`config.mk`:
```
export PLATFORM = sky130hd
export DESIGN_NAME = spi_reg_slave
export DESIGN_NICKNAME = d
export VERILOG_FILES = /design/src/rtl/spi_reg_pkg.sv /design/src/rtl/spi_sync.sv /design/src/rtl/spi_reg_slave.sv
export SDC_FILE = /design/constraint.sdc
export NUM_CORES = 1
export LEC_CHECK = 0
export CORE_ASPECT_RATIO = 1.5
export CORE_MARGIN = 5
export CORE_UTILIZATION = 35
export CTS_CLUSTER_SIZE = 25
export DETAILED_ROUTE_END_ITERATION = 10
export GPL_TIMING_DRIVEN = 0
export SYNTH_ARGS = -nofsm -noshare
export SYNTH_HDL_FRONTEND = slang
export SYNTH_SLANG_ARGS = --single-unit
```
`constraint.sdc`:
```
create_clock -name clk -period 2.85 [get_ports clk]
set_input_delay 0.285 -clock clk [delete_from_list [all_inputs] [get_ports clk]]
set_output_delay 0.285 -clock clk [all_outputs]
set_load 0.03 [all_outputs]
```
`src/rtl/spi_reg_pkg.sv`:
```
// Shared constants and state encoding for the SPI register slave.
package spi_reg_pkg;

    localparam int unsigned SPI_FRAME_BITS = 40;
    localparam int unsigned SPI_CMD_BITS   = 8;
    localparam int unsigned SPI_ABITS      = 7;
    localparam int unsigned SPI_DBITS      = 32;
    localparam int unsigned SPI_CNT_BITS   = 6;

    typedef enum logic [1:0] {
        IDLE = 2'd0,
        CMD  = 2'd1,
        DATA = 2'd2
    } state_t;

endpackage

```
`src/rtl/spi_sync.sv`:
```
// Two-flop synchronizer with an extra history flop for edge detection.
module spi_sync #(
    parameter logic RESET_VAL = 1'b0
) (
    input  logic clk,
    input  logic reset,
    input  logic d,
    output logic q,
    output logic q_prev
);

    logic meta;

    // Resynchronize the pin and keep one cycle of history behind it.
    always_ff @(posedge clk or posedge reset) begin
        if (reset) begin
            meta   <= RESET_VAL;
            q      <= RESET_VAL;
            q_prev <= RESET_VAL;
        end else begin
            meta   <= d;
            q      <= meta;
            q_prev <= q;
        end
    end

endmodule

```
`src/rtl/spi_reg_slave.sv`:
```
// SPI mode-0 slave: 1 R/W bit, address, data; issues register read/write strobes.
module spi_reg_slave
    import spi_reg_pkg::*;
#(
    parameter int unsigned ABITS = SPI_ABITS,
    parameter int unsigned DBITS = SPI_DBITS
) (
    input  logic             clk,
    input  logic             reset,
    input  logic             SPI_CSL,
    input  logic             SPI_SCLK,
    input  logic             SPI_MOSI,
    output logic             SPI_MISO,
    output logic             we,
    output logic             re,
    output logic [ABITS-1:0] addr,
    output logic [DBITS-1:0] wdata,
    input  logic [DBITS-1:0] rdata
);

    localparam int unsigned CW = SPI_CNT_BITS;
    localparam logic [CW-1:0] CMD_LAST   = CW'(SPI_CMD_BITS - 1);
    localparam logic [CW-1:0] FRAME_LAST = CW'(SPI_FRAME_BITS - 1);
    localparam logic [CW-1:0] FRAME_END  = CW'(SPI_FRAME_BITS);

    logic csl, csl_prev;
    logic sclk, sclk_prev;
    logic mosi_now, mosi;

    spi_sync #(.RESET_VAL(1'b1)) u_sync_csl (
        .clk    (clk),
        .reset  (reset),
        .d      (SPI_CSL),
        .q      (csl),
        .q_prev (csl_prev)
    );

    spi_sync #(.RESET_VAL(1'b0)) u_sync_sclk (
        .clk    (clk),
        .reset  (reset),
        .d      (SPI_SCLK),
        .q      (sclk),
        .q_prev (sclk_prev)
    );

    // MOSI is taken from the history flop: it is one cycle older than the
    // detected SCLK edge, so it was settled well before the pin rose.
    spi_sync #(.RESET_VAL(1'b0)) u_sync_mosi (
        .clk    (clk),
        .reset  (reset),
        .d      (SPI_MOSI),
        .q      (mosi_now),
        .q_prev (mosi)
    );

    logic rise, fall, csl_fall;
    assign rise     = sclk & ~sclk_prev;
    assign fall     = ~sclk & sclk_prev;
    assign csl_fall = ~csl & csl_prev;

    state_t                  state, state_next;
    logic [CW-1:0]           bitcnt, bitcnt_next;
    logic [SPI_CMD_BITS-2:0] cmd, cmd_next;
    logic [SPI_CMD_BITS-1:0] cmd_shift;
    logic                    rw, rw_next;
    logic [ABITS-1:0]        addr_next;
    logic [DBITS-1:0]        wdata_next;
    logic [DBITS-1:0]        tx, tx_next;
    logic                    re_d, re_d_next;
    logic                    re_next, we_next, miso_next;

    assign cmd_shift = {cmd, mosi};

    // State register and datapath registers.
    always_ff @(posedge clk or posedge reset) begin
        if (reset) begin
            state    <= IDLE;
            bitcnt   <= '0;
            cmd      <= '0;
            rw       <= 1'b0;
            addr     <= '0;
            wdata    <= '0;
            tx       <= '0;
            re_d     <= 1'b0;
            re       <= 1'b0;
            we       <= 1'b0;
            SPI_MISO <= 1'b0;
        end else begin
            state    <= state_next;
            bitcnt   <= bitcnt_next;
            cmd      <= cmd_next;
            rw       <= rw_next;
            addr     <= addr_next;
            wdata    <= wdata_next;
            tx       <= tx_next;
            re_d     <= re_d_next;
            re       <= re_next;
            we       <= we_next;
            SPI_MISO <= miso_next;
        end
    end

    // Next-state and output logic for the frame sequencer.
    always_comb begin
        state_next  = state;
        bitcnt_next = bitcnt;
        cmd_next    = cmd;
        rw_next     = rw;
        addr_next   = addr;
        wdata_next  = wdata;
        tx_next     = tx;
        miso_next   = SPI_MISO;
        re_next     = 1'b0;
        we_next     = 1'b0;
        re_d_next   = re;

        // Parent read data is captured the cycle after re so its side effects see re first.
        if (re_d) begin
            tx_next = rdata;
        end

        case (state)
            IDLE: begin
                bitcnt_next = '0;
                miso_next   = 1'b0;
                if (csl_fall) begin
                    state_next = CMD;
                end
            end

            CMD: begin
                if (csl) begin
                    state_next = IDLE;
                    miso_next  = 1'b0;
                end else if (rise) begin
                    cmd_next    = cmd_shift[SPI_CMD_BITS-2:0];
                    bitcnt_next = bitcnt + CW'(1);
                    if (bitcnt == CMD_LAST) begin
                        rw_next    = cmd_shift[SPI_CMD_BITS-1];
                        addr_next  = cmd_shift[ABITS-1:0];
                        re_next    = cmd_shift[SPI_CMD_BITS-1];
                        state_next = DATA;
                    end
                end
            end

            DATA: begin
                if (csl) begin
                    state_next = IDLE;
                    miso_next  = 1'b0;
                end else if (rw && fall) begin
                    miso_next = tx[DBITS-1];
                    tx_next   = {tx[DBITS-2:0], 1'b0};
                end
                // Rises are still honoured in the cycle CSL goes high so a
                // just-completed write is not lost.
                if (rise && (bitcnt != FRAME_END)) begin
                    bitcnt_next = bitcnt + CW'(1);
                    if (!rw) begin
                        wdata_next = {wdata[DBITS-2:0], mosi};
                        if (bitcnt == FRAME_LAST) begin
                            we_next = 1'b1;
                        end
                    end
                end
            end

            default: begin
                state_next = IDLE;
                miso_next  = 1'b0;
            end
        endcase
    end

endmodule
```
Yosys cells after proc, flatten, opt, wreduce, memory -nomap -nowiden
Index checks and enable logic that the tools add are counted.

Register bits after elaboration: 100. Input port bits: 37. Output and inout bits: 42. Logic and storage cells: 78.

Add/subtract/negate cells: 1. Equal/unequal tests: 14. Muxes and demuxes: 26. Bitwise operators: 7. Reduce and logical (&&, ||, !) cells: 10.

Operators by type and width (count): 32-bit two-way mux (4); 6-bit two-way mux (3); 6-bit case mux with 3 select lines (1); 4-bit AND reduction (3); 1-bit two-way mux (11); 2-bit two-way mux (5); 3-bit by 2-bit inequality test with 1-bit output, second input constant (3); 2-bit inequality test, second input constant (4); 6-bit by 1-bit adder with 6-bit output, second input constant (1); 6-bit by 3-bit == test with 1-bit output, second input constant (1); 6-bit == test, second input constant (1); 6-bit inequality test, second input constant (1); 2-bit case mux with 3 select lines (1); 3-bit AND reduction (2); 2-bit by 1-bit inequality test with 1-bit output, second input constant (2); 1-bit NOT (4); 1-bit bitwise AND (3); 3-bit nonzero test (1); 2-bit by 1-bit == test with 1-bit output, second input constant (1); 2-bit == test, second input constant (1); 1-bit logical AND (2); 2-bit zero test (1); 1-bit case mux with 2 select lines (1); 2-bit AND reduction (1).

Longest topological paths before layout
Gate-level depths: netlist of run 1.

Depth in word-level cells: 6. Depth in mapped cells: 7. Gate-level depth less buffers: 7.

Hierarchy
A second synthesis of run 1 with hierarchy kept.

Cells, all modules: 332. Area, all modules: 4292.9 um^2.

By module, submodules not included: spi_reg_slave (times used 1, cells an instance 320, area each 4052.6 um^2, sequential area each 2277.2 um^2); spi_sync (u_sync_mosi ...) (times used 2, cells an instance 4, area each 78.8 um^2, sequential area each 75.1 um^2); spi_sync (u_sync_csl) (times used 1, cells an instance 4, area each 82.6 um^2, sequential area each 78.8 um^2).

Worst setup path after synthesis of run 1
No wires, ideal clock.

Path kind: flip-flop to flip-flop. Start point: reg bitcnt[0]. End point: reg wdata[10]. Library setup time: 125 ps. Arrival time: 1701 ps. Data required time: 2725 ps. Setup slack: 1024 ps. Cell stages (with the launch flop): 8. Buffers on the path: 2. Period minus slack after synthesis: 1826 ps. Cells stage by stage: dfrtp_1 -> inv_1 -> ha_1 -> nor2b_1 -> a2111o_1 -> buf_6 -> buf_12 -> mux2_4.

Longest elaborated chain between the ends: 3.

RTL lines: from (decl) (line spi_reg_slave.sv:62) `logic [CW-1:0] bitcnt, bitcnt_next;`; from (signal assigned) (line spi_reg_slave.sv:90) `bitcnt <= bitcnt_next;`; 6-bit inequality test (line spi_reg_slave.sv:157) `if (rise && (bitcnt != FRAME_END)) begin`; 1-bit logical AND (line spi_reg_slave.sv:157); 3-bit AND reduction (no source line); to (signal assigned) (line spi_reg_slave.sv:94) `wdata <= wdata_next;`; to (decl) (line spi_reg_slave.sv:17) `output logic [DBITS-1:0] wdata,`.

Every way passes these cells. A chain may end at the register's enable or synchronous reset.

Worst setup path after layout of run 1
Start point: reg state[0]. End point: reg tx[22].

Longest elaborated chain between the ends: 2.

RTL lines: from (decl) (line spi_reg_slave.sv:61) `state_t state, state_next;`; from (signal assigned) (line spi_reg_slave.sv:89) `state <= state_next;`; 2-bit == test (line spi_reg_slave.sv:122) `case (state)`; 32-bit two-way mux (line spi_reg_slave.sv:122); named net tx_next[22] (line spi_reg_slave.sv:68) `logic [DBITS-1:0] tx, tx_next;`; to (signal assigned) (line spi_reg_slave.sv:95) `tx <= tx_next;`; to (decl) (line spi_reg_slave.sv:68).

The timed path passes the listed nets, and every way through them passes these cells.

==> results.sh, run 1 <==
export IMPL_run_status="finished clean"
export IMPL_place_detailed_hpwl_um=6260
export IMPL_number_of_nets_produced_by_synthesis=361
export IMPL_setup_worst_path_class="register to register"
export IMPL_report_final_setup_viol=0
export IMPL_ys_types=33
export IMPL_setup_repair_after_global_routing_missed_its_margin="no"
export IMPL_max_cap_violations=0
export IMPL_drc=0
export IMPL_critical_path_max_fanout=10
export IMPL_global_route_usage_total_pct=12.8
export IMPL_wl_um=8710
export IMPL_tmin_final_ns=2.00
export IMPL_fin_nets=452
export IMPL_fin_tns_setup_ns=0
export IMPL_number_of_flops_mapped_to_enable_cells_by_yosys=0
export IMPL_slew_viol_final=0
export IMPL_clock_tree_root_cell="sky130_fd_sc_hd__clkbuf_16"
export IMPL_cts_made_buffers=9
export IMPL_postCtsResizedCells=0
export IMPL_first_iter_violations=47
export IMPL_gp_congestion=0.716
export IMPL_slew_headroom_pct=50.9
export IMPL_asyncSetResetFlopFracSynth_pct=100
export IMPL_netlist_top_cell_by_area="sky130_fd_sc_hd__dfrtp_1"
export IMPL_powerDensity_mw_per_mm2=543
export IMPL_timing_final_crit_share_pct=70.2
export IMPL_vias_in_the_first_global_route=2846
export IMPL_mappedNetlistArea_mm2=0.00426
export IMPL_hold_buffers=0
export IMPL_post_cts_buffers=0
export IMPL_synth_avg_cell_area_um2=13.4
export IMPL_postSynthRegisterBits=100
export IMPL_cp_required_ns=3.05
export IMPL_fmaxAchievable_mhz=500
export IMPL_place_port_buffers=78
export IMPL_firstDrtPassIters=4
export IMPL_netlist_area_leader_share_pct=56.9
export IMPL_ys_seq_area_share_pct=58.8
export IMPL_min_delay_path_class="register to register"
export IMPL_initial_utilization_pct=35.7
export IMPL_clk_insertion_delay_late_ns=0.34
export IMPL_place_inst=552
export IMPL_synth_flop_cell="sky130_fd_sc_hd__dfrtp_1"
export IMPL_drtAntennaViolNets=0
export IMPL_antenna_diode_count=0
export IMPL_floorplan_die_height_um=145
export IMPL_cp_start_kind="register"
export IMPL_route_detailed_vias_per_inst=4.79
export IMPL_htree_levels=3
export IMPL_antenna_found_initial=0
export IMPL_max_vdd_drop_v=0.000403
export IMPL_areaGrowthSynthToFinish_pct=30.3
export IMPL_die_x_um=100
export IMPL_final_setup_skew_ns=0.00901
export IMPL_final_instance_count_excl_fill=567
export IMPL_floorplan_io_pins=79
export IMPL_synthesis_yosys_warnings=0
export IMPL_post_synth_top_count_cell="sky130_fd_sc_hd__dfrtp_1"
export IMPL_power_uw=3010
export IMPL_tritoncts="yes"
export IMPL_core_area_mm2=0.0120
export IMPL_cp_data_arrival_time_ns=2.20
export IMPL_timing_hold_violations_final=0
export IMPL_vias=2716
export IMPL_syn_inst=319
export IMPL_synth_top_cells_by_count="sky130_fd_sc_hd__dfrtp_1 (97), sky130_fd_sc_hd__o21ai_0 (39), sky130_fd_sc_hd__nand2_1 (36)"
export IMPL_drive_gt1_share_pct=18.4
export IMPL_worstSetupEndpointType="register"
export IMPL_grt_max_degree=41
export IMPL_leakage_uw=0.00232
export IMPL_floorplan_rows=49
export IMPL_global_route_overflow_total=0
export IMPL_detail_route_wl_per_cell_um=15.4
export IMPL_cells_taking_the_most_area_after_synthesis="sky130_fd_sc_hd__dfrtp_1 (57%), sky130_fd_sc_hd__mux2_4 (10%), sky130_fd_sc_hd__mux2i_1 (7.5%)"
export IMPL_grt_first_pass_wirelength_um=14900
export IMPL_clock_path_buffers=2
export IMPL_die_area_mm2=0.0145
export IMPL_num_fill_cells=1109
export IMPL_clk_transition_reported_paths_ns=0.07
export IMPL_worst_slew_pin_transition_ns=0.735
export IMPL_numClockSinks=100
## worst max-delay path, cell delays in order, from the launching register on
cell	delay, ns
sky130_fd_sc_hd__dfrtp_1	0.40
sky130_fd_sc_hd__inv_1	0.09
sky130_fd_sc_hd__ha_1	0.21
sky130_fd_sc_hd__inv_1	0.11
sky130_fd_sc_hd__nor3_2	0.48
sky130_fd_sc_hd__clkbuf_1	0.40
sky130_fd_sc_hd__o21ai_0	0.17
## state kept, by name (all words and copies together), names as in the netlist, 2 cells and up
name and cells:
state 2, cmd 7, bitcnt 6, tx 32
wdata 32, addr 7
## layer usage
metal | wire length, um | track usage, % | vias to the layer above
met3 | 353 | 3.51 | 13
met5 | 0 | 0 | -
met4 | 185 | 4.99 | 0
li1 | - | - | 1284
met1 | 3740 | 15.9 | 1367
met2 | 4430 | 20.9 | 52
## worst paths after layout
check	start	endpoint	slack, ns	depth (start not counted)
hold / removal	u_sync_sclk.meta	u_sync_sclk.q	0.35	0
hold reg to reg	u_sync_sclk.meta	u_sync_sclk.q	0.35	0
setup reg to reg	state[0]	tx[22]	0.85	6
min in group asynchronous	reset	wdata[4]	0.42	2
max in group asynchronous	reset	tx[2]	1.57	4
setup / recovery	state[0]	tx[22]	0.85	6
## where the power goes
group,internal (uW),switching [uW]
sequential,1490,52.9
clock,618,530
combinational,164,160
## layout by cell type, fill, tap and decap left out, types with 4 or more instances in the layout
master                            instances
sky130_fd_sc_hd__dfrtp_1                 97
sky130_fd_sc_hd__clkdlybuf4s50_1         78
sky130_fd_sc_hd__o21ai_0                 39
sky130_fd_sc_hd__nand2_1                 36
sky130_fd_sc_hd__mux2i_1                 32
sky130_fd_sc_hd__mux2_4                  29
sky130_fd_sc_hd__mux2_2                  19
sky130_fd_sc_hd__clkbuf_1                 9
sky130_fd_sc_hd__clkbuf_16                9
sky130_fd_sc_hd__nor2_1                   6
sky130_fd_sc_hd__nand2b_1                 6
sky130_fd_sc_hd__inv_1                    5
sky130_fd_sc_hd__buf_12                   5
sky130_fd_sc_hd__ha_1                     5
sky130_fd_sc_hd__and2_1                   4
## area by class of cell
type / count / area [um2] / area share, %
Sequential cell: 100 / 2510 / 45.1
Multi-Input combinational cell: 199 / 1630 / 29.3
Timing Repair Buffer: 80 / 821 / 14.8
Clock buffer: 11 / 243 / 4.37
Tap cell: 153 / 191 / 3.45
Buffer: 14 / 110 / 1.98
Clock inverter: 4 / 33.8 / 0.608
Inverter: 6 / 26.3 / 0.473
## cells by family (layout without fill, tap and decap cells)
kind of cell,after synthesis,in the layout,synth area share [%]
simple gates,64,64,7.45
flops,100,100,58.8
buf+inv,20,115,3.11
fa+ha+maj,5,5,1.47
mux,80,80,22.7
compound gates,50,50,6.46
## metrics by stage
| stage | setup slack, ns | util (%) | area, um2 | hold WS (ns) |
|---|---|---|---|---|
| 2_1_floorplan | 1.02 | - | 4270 | 0.289 |
| 3_3_place_gp | 0.323 | 43.8 | 5240 | 0.334 |
| 3_5_place_dp | 0.823 | 44.2 | 5280 | 0.337 |
| 4_1_cts | 0.793 | 46.5 | 5560 | 0.352 |
| 5_1_grt | 0.544 | 46.5 | 5560 | 0.361 |
| 6_report | 0.848 | 46.5 | 5560 | 0.353 |
(Power assumes the default switching activity.)
==> inputs of run 2 (changes only) <==
Clock period 2.85 ns to 1.7 ns, I/O delays scaled along.
==> run 2 against run 1 <==
The run now ends with negative setup slack left. Hold slack got worse by 0.13 ns. Power rose by 82%. Maximum frequency rose by 11%. Clock skew rose by 0.0031 ns. Sequential power rose by 68%. Largest power group unchanged.
==> results.sh, run 2 (same netlist as run 1, synthesis figures left out) <==
export IMPL_run_status="complete, but fails checks"
export IMPL_failed_checks="negative setup slack"
export IMPL_num_fill_cells=1094
export IMPL_max_vdd_drop_v=0.000463
export IMPL_timing_rr_start="u_sync_sclk.q_prev"
export IMPL_antenna_diode_count=0
export IMPL_leakage_uw=0.00245
export IMPL_vias_in_the_first_global_route=2829
export IMPL_setup_repair_after_global_routing_missed_its_margin="yes"
export IMPL_reg_largest_list="tx (32), wdata (32)"
export IMPL_fin_nets=460
export IMPL_tritoncts="yes"
export IMPL_place_inst=553
export IMPL_antenna_found_initial=0
export IMPL_clock_path_buffers=2
export IMPL_route_detailed_vias_per_inst=4.73
export IMPL_slew_viol_final=0
export IMPL_cp_data_arrival_time_ns=2.03
export IMPL_place_detailed_hpwl_um=6340
export IMPL_cp_start_kind="register"
export IMPL_initial_utilization_pct=35.7
export IMPL_place_area_mm2=0.00532
export IMPL_grt_max_degree=33
export IMPL_layout_cells_most_common="sky130_fd_sc_hd__dfrtp_1"
export IMPL_die_area_mm2=0.0145
export IMPL_worstSetupEndpointType="register"
export IMPL_firstDrtPassIters=4
export IMPL_final_instance_count_excl_fill=576
export IMPL_areaGrowthSynthToFinish_pct=36.4
export IMPL_core_area_mm2=0.0120
export IMPL_tmin_final_ns=1.81
export IMPL_cp_required_ns=1.92
export IMPL_floorplan_io_pins=79
export IMPL_max_cap_violations=0
export IMPL_min_delay_path_class="input pin to async pin"
export IMPL_global_route_overflow_total=0
export IMPL_vias=2726
export IMPL_wl_um=8910
export IMPL_slew_headroom_pct=65.1
export IMPL_critical_path_max_fanout=10
export IMPL_finalCoreUtilization_pct=48.6
export IMPL_clock_tree_root_cell="sky130_fd_sc_hd__clkbuf_16"
export IMPL_worst_slew_pin_transition_ns=0.522
export IMPL_setup_worst_path_class="register to register"
export IMPL_die_x_um=100
export IMPL_cts_made_buffers=9
export IMPL_gp_congestion=0.736
export IMPL_drc=0
export IMPL_timing_hold_violations_final=0
export IMPL_numClockSinks=100
export IMPL_first_iter_violations=72
export IMPL_drtAntennaViolNets=0
export IMPL_grt_first_pass_wirelength_um=14700
export IMPL_floorplan_rows=49
export IMPL_detail_route_wl_per_cell_um=15.5
export IMPL_postLayoutSetupSlackWorst_ns=-0.109
export IMPL_report_final_setup_viol=41
export IMPL_layout_common_cells="sky130_fd_sc_hd__dfrtp_1 (97), sky130_fd_sc_hd__clkdlybuf4s50_1 (78), sky130_fd_sc_hd__o21ai_0 (38), sky130_fd_sc_hd__nand2_1 (36), sky130_fd_sc_hd__mux2i_1 (32)"
export IMPL_global_route_usage_total_pct=12.7
export IMPL_timing_final_crit_share_pct=106
export IMPL_post_route_cell_area_mm2=0.00581
export IMPL_crit_path_start="u_sync_sclk.q_prev"
export IMPL_drive_gt1_share_pct=26.2
export IMPL_powerDensity_mw_per_mm2=942
export IMPL_clk_insertion_delay_late_ns=0.34
export IMPL_htree_levels=3
export IMPL_place_port_buffers=78
export IMPL_final_setup_skew_ns=0.0121
export IMPL_floorplan_die_height_um=145
export IMPL_clk_transition_reported_paths_ns=0.07
export IMPL_fmaxAchievable_mhz=553
-- run 2: path summary, 6_finish.rpt --
path / endpoint / slack (ns) / cells past startpoint
min in group clk: u_sync_csl.meta / 0.24 / 1
hold / removal: u_sync_mosi.q / 0.22 / 2
max in group asynchronous: u_sync_csl.q_prev / 0.48 / 5
setup / recovery: wdata[4] / -0.11 / 5
setup reg to reg: wdata[4] / -0.11 / 5
hold reg to reg: u_sync_sclk.q / 0.35 / 0
-- run 2: final cells by class --
| type | count | area, um2 | share of cell area, % |
|---|---|---|---|
| sequential | 100 | 2510 | 43.1 |
| multi-input combinational | 199 | 1720 | 29.6 |
| timing repair buffer | 88 | 933 | 16.1 |
| clock buffer | 10 | 239 | 4.11 |
| tap | 153 | 191 | 3.29 |
| buffer | 14 | 120 | 2.07 |
| clock inverter | 6 | 76.3 | 1.31 |
| inverter | 6 | 26.3 | 0.452 |
-- run 2: routing by layer --
| layer | global-route usage (%) | share of wire, % | vias to the layer above | routed length (um) |
|---|---|---|---|---|
| met5 | 0 | 0 | - | 0 |
| met4 | 4.99 | 1.3 | 0 | 118 |
| met3 | 2.64 | 3.1 | 4 | 274 |
| met2 | 22.3 | 54 | 39 | 4820 |
| met1 | 14.7 | 41 | 1371 | 3690 |
| li1 | - | - | 1312 | - |
-- run 2: per-stage QoR --
stage	power (uW)	setup slack (ns)	hold slack (ns)	TNS [ns]
2_1_floorplan	2990	-0.0494	0.174	-1.41
3_3_place_gp	3170	-0.709	0.336	-82.58
3_5_place_dp	3220	-0.275	0.338	-15.64
4_1_cts	5460	-0.148	0.231	-4.73
5_1_grt	5720	-0.153	0.241	-5.47
6_report	5480	-0.109	0.225	-3.39
-- run 2: timing repair --
action / in CTS / in global routing
pin swaps: 5 / 3
cloned: 1 / 0
buffers inserted: 5 / 1
endpoints found under the setup margin: 83 / 80
resized for setup: 18 / 14
hold buffers: 0 / 0
-- run 2: critical path: stages (launching register included) --
cell and delay (ns):
sky130_fd_sc_hd__dfrtp_1 0.38, sky130_fd_sc_hd__nand2b_2 0.26, sky130_fd_sc_hd__a2111o_1 0.44, sky130_fd_sc_hd__buf_6 0.16, sky130_fd_sc_hd__buf_12 0.15, sky130_fd_sc_hd__mux2_4 0.29
-- run 2: power breakdown --
part | leakage (uW) | switching (uW) | total, uW | internal, uW
logic | 0.00110 | 350 | 743 | 393
clock network | 0.000156 | 932 | 2140 | 1210
registers | 0.00120 | 93.1 | 2590 | 2500
==> inputs of run 3 (changes only) <==
Settings changed: CELL_PAD_IN_SITES_DETAIL_PLACEMENT from default to 0, CELL_PAD_IN_SITES_GLOBAL_PLACEMENT from default to 2, CORE_UTILIZATION 35 to 32, CTS_BUF_LIST from default to sky130_fd_sc_hd__clkbuf_16, PLACE_DENSITY_LB_ADDON from default to 0.1.
==> run 3 against run 2 <==
The flow still finishes with violations (negative setup slack). Critical path depth grew 2. Clock skew shrank 0.0018 ns. Combinational power shrank 13%. Sequential share of layout area grew 0.78 points. Via count shrank 0.44%. Worst setup slack lost 0.053 ns. Routed wire length grew 4.2%. Count of clock-buffer cells in the layout shrank 1. Cell area shrank 1.8%. First-iteration DRC count shrank 6.9%. Sequential cell count is the same. Critical endpoint is now wdata[9]. Largest power group unchanged.
==> results.sh, run 3 (same netlist as run 1, synthesis figures left out) <==
export IMPL_run_status="complete, but fails checks"
export IMPL_failed_checks="negative setup slack"
export IMPL_clock_path_buffers=2
export IMPL_power_uw=5240
export IMPL_fmaxAchievable_mhz=537
export IMPL_wl_um=9280
export IMPL_num_fill_cells=1256
export IMPL_cp_required_ns=1.93
export IMPL_wirelength_met1_um=4090
export IMPL_place_inst=558
export IMPL_layout_common_cells="sky130_fd_sc_hd__dfrtp_1 (97), sky130_fd_sc_hd__clkdlybuf4s50_1 (78), sky130_fd_sc_hd__o21ai_0 (37), sky130_fd_sc_hd__nand2_1 (36), sky130_fd_sc_hd__mux2i_1 (32)"
export IMPL_htree_levels=3
export IMPL_antenna_diode_count=0
export IMPL_clock_tree_root_cell="sky130_fd_sc_hd__clkbuf_16"
export IMPL_report_final_setup_viol=41
export IMPL_floorplan_die_height_um=151
export IMPL_min_delay_path_class="input pin to async pin"
export IMPL_setup_repair_after_global_routing_missed_its_margin="yes"
export IMPL_vias_in_the_first_global_route=2944
export IMPL_core_area_mm2=0.0130
export IMPL_final_seq_area_mm2=0.00251
export IMPL_multiInputGateArea_mm2=0.00166
export IMPL_grt_first_pass_wirelength_um=15300
export IMPL_clk_transition_reported_paths_ns=0.07
export IMPL_gp_congestion=0.701
export IMPL_route_detailed_vias_per_inst=4.68
export IMPL_detail_route_wl_per_cell_um=16.0
export IMPL_clkPwrFrac_pct=38.2
export IMPL_top_signal_layer_used="met4"
export IMPL_drc=0
export IMPL_clk_insertion_delay_late_ns=0.34
export IMPL_max_vdd_drop_v=0.000438
export IMPL_max_cap_violations=0
export IMPL_firstDrtPassIters=4
export IMPL_antenna_found_initial=0
export IMPL_drive_gt1_share_pct=23.5
export IMPL_power_sequential_fraction_pct=49.5
export IMPL_p_int_uw=3980
export IMPL_powerDensity_mw_per_mm2=918
export IMPL_setup_worst_path_class="register to register"
export IMPL_global_route_usage_total_pct=12.2
export IMPL_numClockSinks=100
export IMPL_leakage_uw=0.00240
export IMPL_floorplan_io_pins=79
export IMPL_final_setup_skew_ns=0.0102
export IMPL_floorplan_rows=51
export IMPL_cp_data_arrival_time_ns=2.09
export IMPL_drtAntennaViolNets=0
export IMPL_tmin_final_ns=1.86
export IMPL_reg_largest_list="tx (32), wdata (32)"
export IMPL_fin_nets=458
export IMPL_detailroute_wirelength_met3_um=411
export IMPL_comb_power_share_pct=12.3
export IMPL_global_route_overflow_total=0
export IMPL_place_port_buffers=78
export IMPL_timing_final_crit_share_pct=109
export IMPL_die_x_um=104
export IMPL_wl_met2_um=4610
export IMPL_slew_viol_final=0
export IMPL_vias=2714
export IMPL_postLayoutSetupSlackWorst_ns=-0.161
export IMPL_timing_hold_violations_final=0
export IMPL_die_area_mm2=0.0158
export IMPL_place_detailed_hpwl_um=6530
export IMPL_cp_start_kind="register"
export IMPL_p_switching_uw=1260
export IMPL_first_iter_violations=67
export IMPL_worstSetupEndpointType="register"
export IMPL_critical_path_max_fanout=10
export IMPL_initial_utilization_pct=32.8
export IMPL_tritoncts="yes"
export IMPL_p_sw_share_pct=24.1
export IMPL_cts_made_buffers=9
export IMPL_layout_cells_most_common="sky130_fd_sc_hd__dfrtp_1"
export IMPL_place_worst_setup_slack_ns=-0.415
export IMPL_areaGrowthSynthToFinish_pct=33.9
export IMPL_final_instance_count_excl_fill=580
export IMPL_worst_slew_pin_transition_ns=0.569
export IMPL_hold_buffers=0
export IMPL_slew_headroom_pct=62.0
export IMPL_grt_max_degree=42
==> run 3: layout make-up <==
class,count,share of cell area [%]
clock inverters,7,1.12
plain buffers,14,2.37
multi-input cells,199,29.1
clock buffers,9,3.94
well taps,159,3.48
repair buffers,86,15.6
inverters,6,0.460
flip-flops and latches,100,43.9
==> run 3: metal layers <==
metal	vias up	GRT usage, %
met3	9	3.62
met2	60	20.3
li1	1302	-
met1	1343	14.6
met4	0	5.25
met5	-	0
==> run 3: path summary, 6_finish.rpt <==
check,depth (start not counted),slack (ns),from,to
max,7,-0.16,bitcnt[0],wdata[9]
min,2,0.23,reset,SPI_MISO
max reg2reg,7,-0.16,bitcnt[0],wdata[9]
min reg2reg,0,0.35,u_sync_sclk.meta,u_sync_sclk.q
max in group asynchronous,4,0.61,reset,wdata[26]
min in group clk,1,0.23,SPI_CSL,u_sync_csl.meta
==> run 3: repair_timing <==
action / CTS / global route
setup buffers: 6 / 0
endpoints found under the setup margin: 86 / 80
pin swaps: 3 / 1
resized for setup: 16 / 17
hold endpoints to repair: 0 / 0
==> run 3: per-stage QoR <==
stage	cell area (um2)	utilization (%)	setup TNS (ns)	hold slack (ns)
after global routing	5710	43.9	-9.68	0.225
after CTS	5690	43.7	-6.58	0.216
after detailed placement	5300	40.7	-22.06	0.340
final	5710	43.9	-5.49	0.233
after global placement	5260	40.4	-96.65	0.334
after floorplan	4280	-	-1.41	0.174
==> run 3: critical path, stage by stage (launching register included) <==
cell	delay (ns)
sky130_fd_sc_hd__dfrtp_1	0.40
sky130_fd_sc_hd__inv_1	0.06
sky130_fd_sc_hd__ha_2	0.16
sky130_fd_sc_hd__nor2b_4	0.12
sky130_fd_sc_hd__a2111o_1	0.40
sky130_fd_sc_hd__buf_6	0.16
sky130_fd_sc_hd__buf_12	0.15
sky130_fd_sc_hd__mux2_4	0.30
==> run 3: power by group through the flow <==
| stage | clock [uW] | combinational [uW] | sequential (uW) |
|---|---|---|---|
| 2_1_floorplan | 0 | 376 | 2610 |
| 3_3_place_gp | 0 | 560 | 2640 |
| 5_1_grt | 2200 | 724 | 2610 |
| 4_1_cts | 2090 | 652 | 2590 |
| 6_report | 2000 | 643 | 2590 |
| 3_5_place_dp | 0 | 569 | 2640 |
